<file path="src/rtl/unified_mem_arbiter.sv">
// Single-port unified memory arbiter between instruction fetch and data access.
// Data has priority; a starvation guard forces fetch, and a per-access timeout aborts a silent memory.
module unified_mem_arbiter #(
    parameter int AW         = 32,
    parameter int DW         = 32,
    parameter int STARVE_MAX = 4,
    parameter int TIMEOUT    = 16
) (
    input  logic          clk,
    input  logic          rst,
    input  logic          if_req,
    input  logic [AW-1:0] if_addr,
    output logic          if_ready,
    output logic [DW-1:0] if_rdata,
    input  logic          d_req,
    input  logic          d_we,
    input  logic [AW-1:0] d_addr,
    input  logic [DW-1:0] d_wdata,
    output logic          d_ready,
    output logic [DW-1:0] d_rdata,
    output logic          stall_if,
    output logic          stall_d,
    output logic          mem_req,
    output logic          mem_we,
    output logic [AW-1:0] mem_addr,
    output logic [DW-1:0] mem_wdata,
    input  logic [DW-1:0] mem_rdata,
    input  logic          mem_ack,
    output logic          err
);

    typedef enum logic [1:0] {IDLE, BUSY, DONE} state_t;

    localparam logic [3:0] STARVE_LIM = 4'(STARVE_MAX);
    localparam logic [7:0] TMO_LAST   = 8'(TIMEOUT - 1);

    state_t     state, state_nx;
    logic       owner_d;          // 1: current access belongs to the data port
    logic [3:0] starve_cnt;
    logic [7:0] tmo_cnt;
    logic       grant_d, grant_if, acked, timed_out;

    assign stall_if = if_req & ~if_ready;
    assign stall_d  = d_req & ~d_ready;

    always_comb begin
        state_nx  = state;
        grant_d   = 1'b0;
        grant_if  = 1'b0;
        acked     = 1'b0;
        timed_out = 1'b0;
        case (state)
            IDLE: begin
                if (d_req && (!if_req || starve_cnt < STARVE_LIM))
                    grant_d = 1'b1;
                else if (if_req)
                    grant_if = 1'b1;
                if (grant_d || grant_if)
                    state_nx = BUSY;
            end
            BUSY: begin
                // A coincident ack takes precedence over the timeout.
                if (mem_ack)
                    acked = 1'b1;
                else if (tmo_cnt == TMO_LAST)
                    timed_out = 1'b1;
                if (acked || timed_out)
                    state_nx = DONE;
            end
            DONE:    state_nx = IDLE;
            default: state_nx = IDLE;
        endcase
    end

    always_ff @(posedge clk or posedge rst) begin
        if (rst)
            state <= IDLE;
        else
            state <= state_nx;
    end

    always_ff @(posedge clk or posedge rst) begin
        if (rst) begin
            owner_d    <= 1'b0;
            mem_req    <= 1'b0;
            mem_we     <= 1'b0;
            mem_addr   <= '0;
            mem_wdata  <= '0;
            if_ready   <= 1'b0;
            d_ready    <= 1'b0;
            if_rdata   <= '0;
            d_rdata    <= '0;
            err        <= 1'b0;
            starve_cnt <= '0;
            tmo_cnt    <= '0;
        end else begin
            if_ready <= 1'b0;
            d_ready  <= 1'b0;
            case (state)
                IDLE: begin
                    if (grant_d || grant_if) begin
                        owner_d   <= grant_d;
                        mem_req   <= 1'b1;
                        mem_we    <= grant_d & d_we;
                        mem_addr  <= grant_d ? d_addr : if_addr;
                        mem_wdata <= grant_d ? d_wdata : '0;
                        tmo_cnt   <= '0;
                        if (grant_d && if_req)
                            starve_cnt <= (starve_cnt == 4'hF) ? starve_cnt : starve_cnt + 4'd1;
                        else
                            starve_cnt <= '0;
                    end
                end
                BUSY: begin
                    if (acked || timed_out) begin
                        mem_req  <= 1'b0;
                        tmo_cnt  <= '0;
                        if_ready <= ~owner_d;
                        d_ready  <= owner_d;
                        if (!owner_d)
                            if_rdata <= acked ? mem_rdata : '0;
                        else if (!mem_we)
                            d_rdata <= acked ? mem_rdata : '0;
                        if (timed_out)
                            err <= 1'b1;
                    end else begin
                        tmo_cnt <= tmo_cnt + 8'd1;
                    end
                end
                DONE: ;
                default: ;
            endcase
        end
    end

endmodule

</file>
<file path="config.mk">
export PLATFORM = sky130hd
export DESIGN_NAME = unified_mem_arbiter
export DESIGN_NICKNAME = d
export VERILOG_FILES = /design/src/rtl/unified_mem_arbiter.sv
export SDC_FILE = /design/constraint.sdc
export NUM_CORES = 1
export LEC_CHECK = 0
export CAP_MARGIN = 0
export CORE_MARGIN = 2
export CORE_UTILIZATION = 42
export DETAILED_ROUTE_END_ITERATION = 8
export PLACE_DENSITY = 0.93
export SLEW_MARGIN = 20
export SYNTH_ARGS = -nofsm -noshare
export SYNTH_HDL_FRONTEND = slang
export SYNTH_SLANG_ARGS = --single-unit
export TNS_END_PERCENT = 1
</file>
<file path="constraint.sdc">
create_clock -name clk -period 5.75 [get_ports clk]
set_input_delay 0.8625 -clock clk [delete_from_list [all_inputs] [get_ports clk]]
set_output_delay 0.8625 -clock clk [all_outputs]
set_load 0.05 [all_outputs]
</file>
### After elaboration in Yosys (flattened, before gate mapping)

Cells that the tools add are included.

* bits in registers: 148
* bits of input ports: 134
* logic and storage cells: 81

* add/subtract/negate cells: 2
* order comparisons: 1
* eq/ne operators: 8
* mux-type cells: 32
* bitwise logic cells: 7
* reduce and logical (&&, ||, !) cells: 18

Operators with widths (number)
* $mux 32: 3
* $mux 1: 20
* $mux 8: 2
* $pmux 8 s2: 1
* $reduce_and 3->1: 4
* $ne 2x2->1 const B: 5
* $add 8x1->8 const B: 1
* $eq 8x4->1 const B: 1
* $mux 4: 2
* $reduce_and 2->1: 3
* $logic_or 1x1->1: 5
* $add 4x1->4 const B: 1
* $eq 4x4->1 const B: 1
* $lt 4x3->1 const B: 1
* $mux 2: 2
* $not 1->1: 4
* $pmux 2 s2: 1
* $reduce_and 4->1: 1
* $and 1x1->1: 3
* $eq 2x1->1 const B: 1
* $logic_and 1x1->1: 2
* $logic_not 2->1: 1
* $pmux 1 s2: 1
* $reduce_bool 2->1: 1
* $logic_not 1->1: 1

### Depth between registers and ports, before layout

* depth in word-level cells: 9
* gate-level depth with buffers: 7
* mapped depth without buffers: 5

### Least setup slack after synthesis

Ideal clock, no wire load.

* kind: in2out
* start: input port d_req
* end: output port stall_d
* arrival: 1.570 ns
* data required time: 4.888 ns
* path slack: 3.318 ns
* cell stages on the path: 1
* cells stage by stage: nor2b_1

* word-level cells in the longest chain between the ends: 1

RTL lines
* start, declared: RTL line 15 `input logic d_req,`
* $and 1x1->1: RTL line 44 `assign stall_d = d_req & ~d_ready;`
* end, declared: RTL line 22 `output logic stall_d,`

Every way passes these cells.

### Final worst setup path

Ends and elaborated chain as after synthesis.

==> impl_metrics.ini <==
[logic_synthesis]
synth-seq-cells = 148
synth_area_um2 = 5970
ys.flop_type = dfrtp_1
synth_edf_count = 0
syn_avg_cell_area_um2 = 12.4
synthArstFlopShare_pct = 100
ys.warnings.count = 0
netlist_instances = 483
syn-num-nets = 619
synth.distinct_cells = 40
ys_seq_area_share_pct = 62.1

[setup_path]
critPathMaxStageDelay_ns = 0.81
path_buf_inv = 2
critPathArrivalTime_ns = 2.45
cpMostUsedCell = clkdlybuf4s50_1
start_kind = input pin
rr_worst_depth = 4
path_cells = clkdlybuf4s50_1, nor2b_1, clkdlybuf4s50_1
worstSetupEndpointType = output pin
worstPathMaxFanout = 6
r2r_end = mem_addr[29]
path_delay_family = buffers and inverters
critPathSlowestCell = clkdlybuf4s50_1
r2r_slack_ns = 3.43
crit_required_ns = 4.89
r2r-start = state[1]
criticalPathCategory = in2out

[clock_tree]
post_cts_buffers = 0
clk_pin_slew_ns = 0.06
cts_tree = built
ctsHoldBuffers = 0
cts_root_buf = clkbuf_16
cts_buffers = 17
insertion_delay_ns = 0.41
ctsResizeCount = 0
clk_path_buf_depth = 2
h-tree-depth = 4
clkSinkCount = 148

[route]
drt_iter0_markers = 329
wl_per_cell_um = 18.0
drtPass1Iterations = 5
ant_nets = 0
vias = 4948
drc = 0
detail_route.vias_per_cell = 5.34
drt-total-wl_um = 16600

[place]
place_congestion = 0.860
hpwlAfterDp_um = 11500
post-place-ws_ns = 2.45
port_buffers = 268

[timing]
worst_slew_pin_slew_ns = 1.09
timing.slew.headroom_pct = 27.0
hold_viol_final = 0
min_period_ns = 3.32
drv_slew = 0
skew_ns = 0.00658
fin_ws_ns = 2.43
setup_viol = 0
fmax_mhz = 302
tns_ns = 0
rsz0062_at_grt = false
period_share_pct = 57.7

[run_status]
outcome = completed

[job]
drv_cap = 0

[power_and_ir_drop]
p_int_mw = 3.39
swShare_pct = 47.1
p_comb_share_pct = 55.4
power.share.sequential_pct = 27.5
p_per_area_nw_per_um2 = 687
clkPwrFrac_pct = 17.0
ir_drop_uv = 389
p_sw_mw = 3.02
p_leak_nw = 4.08

[layout]
nets = 871
drive_gt1_share_pct = 6.57
filler_cell_count = 1047
multi_input_area_um2 = 2070
n_antenna_cell = 0
seq_area_um2 = 3700
layout_commonest_cell = clkdlybuf4s50_1
final_cell_mix = clkdlybuf4s50_1 (268), dfrtp_1 (148), nand2_1 (77)
area_delta_synth_final_pct = 56.3

[min_path]
min_from = mem_addr[14]
hp-class = reg2reg
min_to = mem_addr[14]
holdPathStages = 2

[global_route]
grt-ovfl-total = 0
grt_usage_pct = 21.7
grt_pass1_vias = 4939
grt_max_degree = 112
antenna_found_initial = 0
grt_pass1_wl_um = 25100

[floorplanning]
pin_count = 269
coreArea_um2 = 13900
die_area_um2 = 15200
dieWidth_um = 123
rows = 43
dieHeight_um = 123
initial_core_util_pct = 43.0
## registers in the layout (all words and copies together), names as in the netlist
name and count:
if_ready 1, state 2, starve_cnt 4, mem_addr 32, mem_wdata 32, d_rdata 32, d_ready 1, mem_we 1
mem_req 1, if_rdata 32, err 1, tmo_cnt 8, owner_d 1
## power groups by stage
stage	Clock [mW]	Sequential [mW]	Combinational [mW]
detailed placement	0	1.77	3.57
CTS	1.11	1.77	3.58
global placement	0	1.75	3.52
floorplan	0	3.26	0.849
finish	1.09	1.77	3.55
global route	1.16	1.82	3.71
## final cells by class
| type | instances | area share [%] |
|---|---|---|
| Multi-Input combinational cell | 290 | 22.2 |
| Clock buffer | 21 | 5.15 |
| Sequential cell | 148 | 39.7 |
| Clock inverter | 9 | 1.11 |
| Timing Repair Buffer | 273 | 29.2 |
| Inverter | 5 | 0.255 |
| Tap cell | 180 | 2.41 |
## tightest hold or removal path: cells and delay by family, from the launching register on
family	cells	cell delay (ns)
simple gates	1	0.05
flops	1	0.34
compound gates	1	0.06
## per-stage QoR
step | cell area [um2] | hold WS [ns] | power [mW] | util [%] | std cells
6_report | 9330 | 0.482 | 6.41 | 67.2 | 926
5_1_grt | 9330 | 0.500 | 6.69 | 67.2 | 926
4_1_cts | 9330 | 0.483 | 6.45 | 67.2 | 926
3_5_place_dp | 8740 | 0.470 | 5.34 | 63.0 | 896
3_3_place_gp | 8740 | 0.455 | 5.27 | 63.0 | 896
2_1_floorplan | 5970 | 0.465 | 4.11 | - | 483
## metal layers
layer / share of wire [%] / routed length [um] / GRT usage, % / vias to the layer above
met1: 39 / 6500 / 25.6 / 2440
met4: 1.9 / 319 / 8.45 / 0
met3: 7.2 / 1190 / 6.78 / 23
met2: 52 / 8620 / 37.0 / 206
li1: - / - / - / 2279
met5: 0 / 0 / 0 / -
## cells in the mapped netlist, types with 2 or more instances
cell type / number / area, um2
o21ai_0: 14 / 70.1
inv_1: 4 / 15.0
dfrtp_1: 148 / 3700
and3_1: 2 / 12.5
buf_2: 19 / 95.1
a22o_1: 36 / 315
o21ai_1: 29 / 145
o2bb2ai_1: 32 / 280
nand2_1: 77 / 289
a32o_1: 32 / 320
nor2_1: 3 / 11.3
nand3_1: 2 / 10.0
nor2b_1: 4 / 25.0
clkbuf_1: 14 / 52.6
buf_1: 4 / 15.0
buf_6: 3 / 33.8
mux2i_1: 32 / 320
o31ai_1: 2 / 15.0
ha_1: 2 / 25.0
a21oi_1: 2 / 10.0
and2_1: 3 / 18.8
## kinds of logic after synthesis
group           count (synthesis)  synth area share, %
compound gates                151                 20.0
flops                         148                 62.1
buf+inv                        45                 3.61
fa+ha+maj                       2                0.419
xor+xnor                        2                0.294
mux                            33                 5.56
simple gates                  102                 8.07
## how the worst max path moves through the flow
stage	start	to	slack (ns)	depth (start not counted)
floorplan	rst	d_rdata[0]	0.91	1
global placement	d_req	stall_d	2.46	3
detailed placement	d_req	stall_d	2.45	3
CTS	d_req	stall_d	2.44	3
global route	d_req	stall_d	2.38	3
finish	d_req	stall_d	2.43	3
No activity file was read; power rests on OpenSTA's default activity.
==> variant 1 (same flow settings) <==
Register the output `err` once more, without a reset; this adds one clock of latency there. The other outputs are not delayed to match.
--- a/src/rtl/unified_mem_arbiter.sv
+++ b/src/rtl/unified_mem_arbiter.sv
@@ -33,6 +33,8 @@
 
     localparam logic [3:0] STARVE_LIM = 4'(STARVE_MAX);
     localparam logic [7:0] TMO_LAST   = 8'(TIMEOUT - 1);
+
+    logic err_s0;
 
     state_t     state, state_nx;
     logic       owner_d;          // 1: current access belongs to the data port
@@ -90,7 +92,7 @@
             d_ready    <= 1'b0;
             if_rdata   <= '0;
             d_rdata    <= '0;
-            err        <= 1'b0;
+            err_s0     <= 1'b0;
             starve_cnt <= '0;
             tmo_cnt    <= '0;
         end else begin
@@ -122,7 +124,7 @@
                         else if (!mem_we)
                             d_rdata <= acked ? mem_rdata : '0;
                         if (timed_out)
-                            err <= 1'b1;
+                            err_s0 <= 1'b1;
                     end else begin
                         tmo_cnt <= tmo_cnt + 8'd1;
                     end
@@ -133,5 +135,9 @@
         end
     end
 
+    always_ff @(posedge clk) begin
+        err <= err_s0;
+    end
+
 endmodule
 
Check against the original RTL: no difference found for any inputs over 4 cycles, from zero or initial values and one cycle with rst high; that may be too few to reach the edited logic, so the function may still have changed.
==> variant 1 against the unedited design <==
  * Synthesized area rose by 0.34%
  * Synthesized cell count increased by 0.21%
  * Clock power rose by 13%
  * Final area increased by 1.1%
  * Count of clock-buffer cells in the layout down 3
  * Setup slack got worse by 22 ps
  * Routed wire length grew 1.4%
  * Total power up 2.7%
  * Die area rose by 0.32%
  * Sequential cell count increased by 1
  * Hold slack worse by 89 ps
  * Critical path type unchanged
  * Critical endpoint unchanged
  * Largest power group unchanged
==> variant 1: results (changes against the unedited design) <==
stage,metric,value,unit,change
drt,wl_met3,1.30,mm,was 1.19 mm
place,dp_hpwl,11.4,mm,was 11.5 mm
drt,wirelength,16.9,mm,was 16.6 mm
drt,m1WireLength,6.73,mm,was 6.50 mm
min_path,min_path_type,flop to flop,,unchanged
drt,routed.top_layer,met4,,unchanged
yosys,async_flop_share,0.993,,was 1.00
outcome,outcome,completed,,unchanged
grt,met3_usage,0.0775,,was 0.0678
grt,met1_usage,0.264,,was 0.256
power,p_leak,4.11,nW,was 4.08 nW
drt,wl_per_cell,18.2,um,was 18.0 um
yosys,synth.distinct_cells,41,,was 40
yosys,syn_avg_cell_area,12.4,um2,about the same
drt,drt_iter0_drc,328,,was 329
grt,antenna_found_initial,0,,unchanged
clock_tree,clock_path_buffers,2,,unchanged
drt,via_per_inst,5.37,,was 5.34
place,post-place-ws,2410,ps,was 2450 ps
place,dp.cells,898,,was 896
place,placed_area,8770,um2,was 8740 um2
layout,fill_cells,1007,,was 1047
yosys,synth_top_cells_by_count,"dfrtp_1 (148), nand2_1 (77), a22o_1 (36)",,unchanged
grt,grt_max_degree,101,,was 112
yosys,syn_nets,620,,was 619
power,ir_worst_vdd,0.430,mV,was 0.389 mV
sta,slew_viol_final,0,,unchanged
yosys,synth-xor-area-share,0.00293,,was 0.00294
sta,worst_pin_slew,1100,ps,was 1090 ps
yosys,synth_fa_ha_area_frac,0.00418,,was 0.00419
yosys,synth_compound_area_frac,0.199,,was 0.200
yosys,synthTopCellsByArea,"dfrtp_1 (62%), a32o_1 (5.4%), mux2i_1 (5.4%)",,unchanged
layout,nets,873,,was 871
sta,setup_tns,0,ps,unchanged
setup_path,arrival,2480,ps,was 2450 ps
place,gp_congestion,0.784,,was 0.860
setup_path,cp_max_fo,6,,unchanged
sta,fin_worst_skew,8.45,ps,was 6.58 ps
layout,n_antenna_cell,0,,unchanged
drt,drtPass1Iterations,4,,was 5
drt,wl_met2,8.44,mm,was 8.62 mm
grt,grt_usage,0.222,,was 0.217
layout,drive_above_1_share,0.0668,,was 0.0657
grt,grt_pass1_vias,4945,,was 4939
yosys,seq_area_frac_synth,0.622,,was 0.621
layout,multiInputGateArea,2070,um2,about the same
grt,use_met2,0.369,,was 0.370
grt,grt_pass1_wl,25.6,mm,was 25.1 mm
yosys,synthMuxAreaShare,0.0554,,was 0.0556
## variant 1: final timing paths
path	from	endpoint	slack (ps)	cells after the start
hold / removal	err_s0	err	390	0
setup reg to reg	state[1]	mem_addr[17]	3400	4
setup / recovery	d_req	stall_d	2410	3
max in group asynchronous	rst	if_rdata[16]	3490	3
min in group asynchronous	rst	mem_wdata[4]	1030	2
hold reg to reg	err_s0	err	390	0
## variant 1: cell type report
| cell class | instances | share of cell area |
|---|---|---|
| well taps | 180 | 0.0239 |
| multi-input cells | 290 | 0.219 |
| flip-flops and latches | 149 | 0.395 |
| clock inverters | 13 | 0.0245 |
| repair buffers | 274 | 0.289 |
| inverters | 5 | 0.00252 |
| clock buffers | 18 | 0.0455 |
## variant 1: worst max-delay path: stages
cell,delay (ps)
clkdlybuf4s50_1,630
nor2b_1,180
clkdlybuf4s50_1,810
## variant 1: power breakdown
part	switching [mW]	internal [mW]
registers	0.275	1.51
clock network	0.424	0.811
logic	2.35	1.22
total	3.04	3.53
==> variant 2 (same flow settings) <==
Without the edit above. Set the parameter `AW` to 16 (it was 32).
--- a/src/rtl/unified_mem_arbiter.sv
+++ b/src/rtl/unified_mem_arbiter.sv
@@ -1,7 +1,7 @@
 // Single-port unified memory arbiter between instruction fetch and data access.
 // Data has priority; a starvation guard forces fetch, and a per-access timeout aborts a silent memory.
 module unified_mem_arbiter #(
-    parameter int AW         = 32,
+    parameter int AW         = 16,
     parameter int DW         = 32,
     parameter int STARVE_MAX = 4,
     parameter int TIMEOUT    = 16
Ports: changed (resized d_addr, if_addr and mem_addr); port bits go from 269 to 221. No check against the original RTL was run, so the function may have changed too.
==> variant 2 against the unedited design <==
  * Sequential cell count is 16 lower
  * Routed wire length is 17% lower
  * Total power is 11% lower
  * Count of clock-buffer cells in the layout is 3 lower
  * Combinational power is 14% lower
  * Final area is 14% lower
  * Critical path depth stayed put
  * Hold slack worse by 7.0 ps
  * Via count is 15% lower
  * Setup slack worse by 63 ps
  * Synthesized area is 13% lower
  * Largest power group unchanged
==> variant 2: results (changes against the unedited design) <==
stage,metric,value,unit,change
setup_path,rrSetupSlack,3070,ps,was 3430 ps
clock_tree,cts_resized,0,,unchanged
sta,worst_pin_slew,1100,ps,was 1090 ps
drt,drtPass1Iterations,5,,unchanged
setup_path,arrival,2520,ps,was 2450 ps
power,p_leak,3.41,nW,was 4.08 nW
clock_tree,clk_latency,400,ps,
layout,reg_top3,"d_rdata (32), if_rdata (32), mem_wdata (32)",,
grt,grt_max_degree,81,,was 112
grt,antenna_found_initial,0,,unchanged
yosys,syn_nets,485,,was 619
layout,nets,693,,was 871
place,dp_hpwl,9.59,mm,was 11.5 mm
grt,grt_pass1_vias,4513,,was 4939
sta,hold_ws,475,ps,was 482 ps
clock_tree,clockRootBuffer,clkbuf_16,,unchanged
clock_tree,cts_setup_buffers,0,,unchanged
setup_path,cp_max_fo,7,,was 6
clock_tree,clock_path_buffers,2,,unchanged
outcome,outcome,completed,,unchanged
setup_path,rr_startpoint,owner_d,,was state[1]
drt,drt_iter0_drc,376,,was 329
clock_tree,cts.clk_slew.worst_paths,60,ps,about the same
grt,grt_usage,0.212,,was 0.217
yosys,synthTopCellsByArea,"dfrtp_1 (64%), a32o_1 (13%), a22o_1 (5.6%)",,"was dfrtp_1 (62%), a32o_1 (5.4%), mux2i_1 (5.4%)"
drt,wirelength,13.8,mm,was 16.6 mm
min_path,min_path_type,flop to flop,,unchanged
yosys,synth_top_cells_by_count,"dfrtp_1 (132), a32o_1 (65), a22o_1 (33)",,"was dfrtp_1 (148), nand2_1 (77), a22o_1 (36)"
layout,drive_above_1_share,0.0797,,was 0.0657
clock_tree,h-tree-depth,4,,unchanged
power,ir_worst_vdd,0.396,mV,was 0.389 mV
yosys,async_flop_share,1.00,,unchanged
setup_path,slowest_delay,840,ps,was 810 ps
setup_path,worstRegToRegCells,4,,unchanged
yosys,seq_area_frac_synth,0.637,,was 0.621
grt,grt_pass1_wl,22.1,mm,was 25.1 mm
setup_path,cp_top_family,buffers and inverters,,unchanged
place,io_buffers,220,,was 268
clock_tree,cts_made_buffers,17,,unchanged
setup_path,r2r-end,d_rdata[8],,was mem_addr[29]
min_path,hp-start,err,,was mem_addr[14]
sta,fin_worst_skew,9.74,ps,was 6.58 ps
place,gp_congestion,0.834,,was 0.860
yosys,synth.distinct_cells,41,,was 40
drt,via_per_inst,5.62,,was 5.34
min_path,hold-path-cell-count,1,,was 2
yosys,ys_warn_count,0,,unchanged
setup_path,cpMaxStageDelayCell,clkdlybuf4s50_1,,unchanged
min_path,whs_endpoint,err,,was mem_addr[14]
layout,n_antenna_cell,0,,unchanged
variant 2: cell types whose count changed after synthesis, moves of 10 or more:
cell and delta:
buf_2 -10, o21ai_0 +16, nand2_1 -51, o2bb2ai_1 -32, a32o_1 +33, mux2i_1 -16, o21ai_1 -28, dfrtp_1 -16
variant 2: final cells by class:
class                   count  area [um2]
repair buffers            223        2220
multi-input cells         209        1690
well taps                 147         184
inverters                   6        25.0
clock buffers              18         439
clock inverters            14         151
fillers                   862        4000
flip-flops and latches    132        3300
variant 2: worst max path at each step:
stage | from | endpoint | cells after the start
after floorplan | rst | d_rdata[0] | 1
after global placement | if_req | stall_if | 3
after detailed placement | if_req | stall_if | 3
after CTS | if_req | stall_if | 3
after global routing | if_req | stall_if | 3
final | if_req | stall_if | 3
variant 2: kinds of logic (layout without fill, tap and decap cells):
group           count (synthesis)  count (layout)  synth area share
xor+xnor                        2               2           0.00338
flops                         132             132             0.637
fa+ha+maj                       2               2           0.00482
simple gates                   47              47            0.0487
buf+inv                        40             261            0.0415
mux                            16              16            0.0309
compound gates                142             142             0.234
variant 2: where the power goes:
group / leakage, nW / internal, mW / total, mW / switching [mW]
logic: 1.44 / 1.05 / 3.05 / 2.01
clock network: 0.287 / 0.655 / 1.06 / 0.407
registers: 1.68 / 1.33 / 1.58 / 0.248
total: 3.41 / 3.04 / 5.70 / 2.66
variant 2: through the flow:
stage	setup WS, ps	total power [mW]	instances	area (um2)
floorplan	1360	3.60	381	5190
global placement	2430	4.58	717	7420
detailed placement	2370	4.66	717	7420
CTS	2370	5.74	749	8010
global route	2280	5.95	749	8020
finish	2370	5.70	749	8020
variant 2: per-layer routing:
metal / vias to the layer above / share of wire / track usage
met5: - / 0 / 0
met3: 20 / 0.068 / 0.0580
li1: 1895 / - / -
met1: 2100 / 0.41 / 0.260
met4: 0 / 0.018 / 0.0988
met2: 194 / 0.51 / 0.351
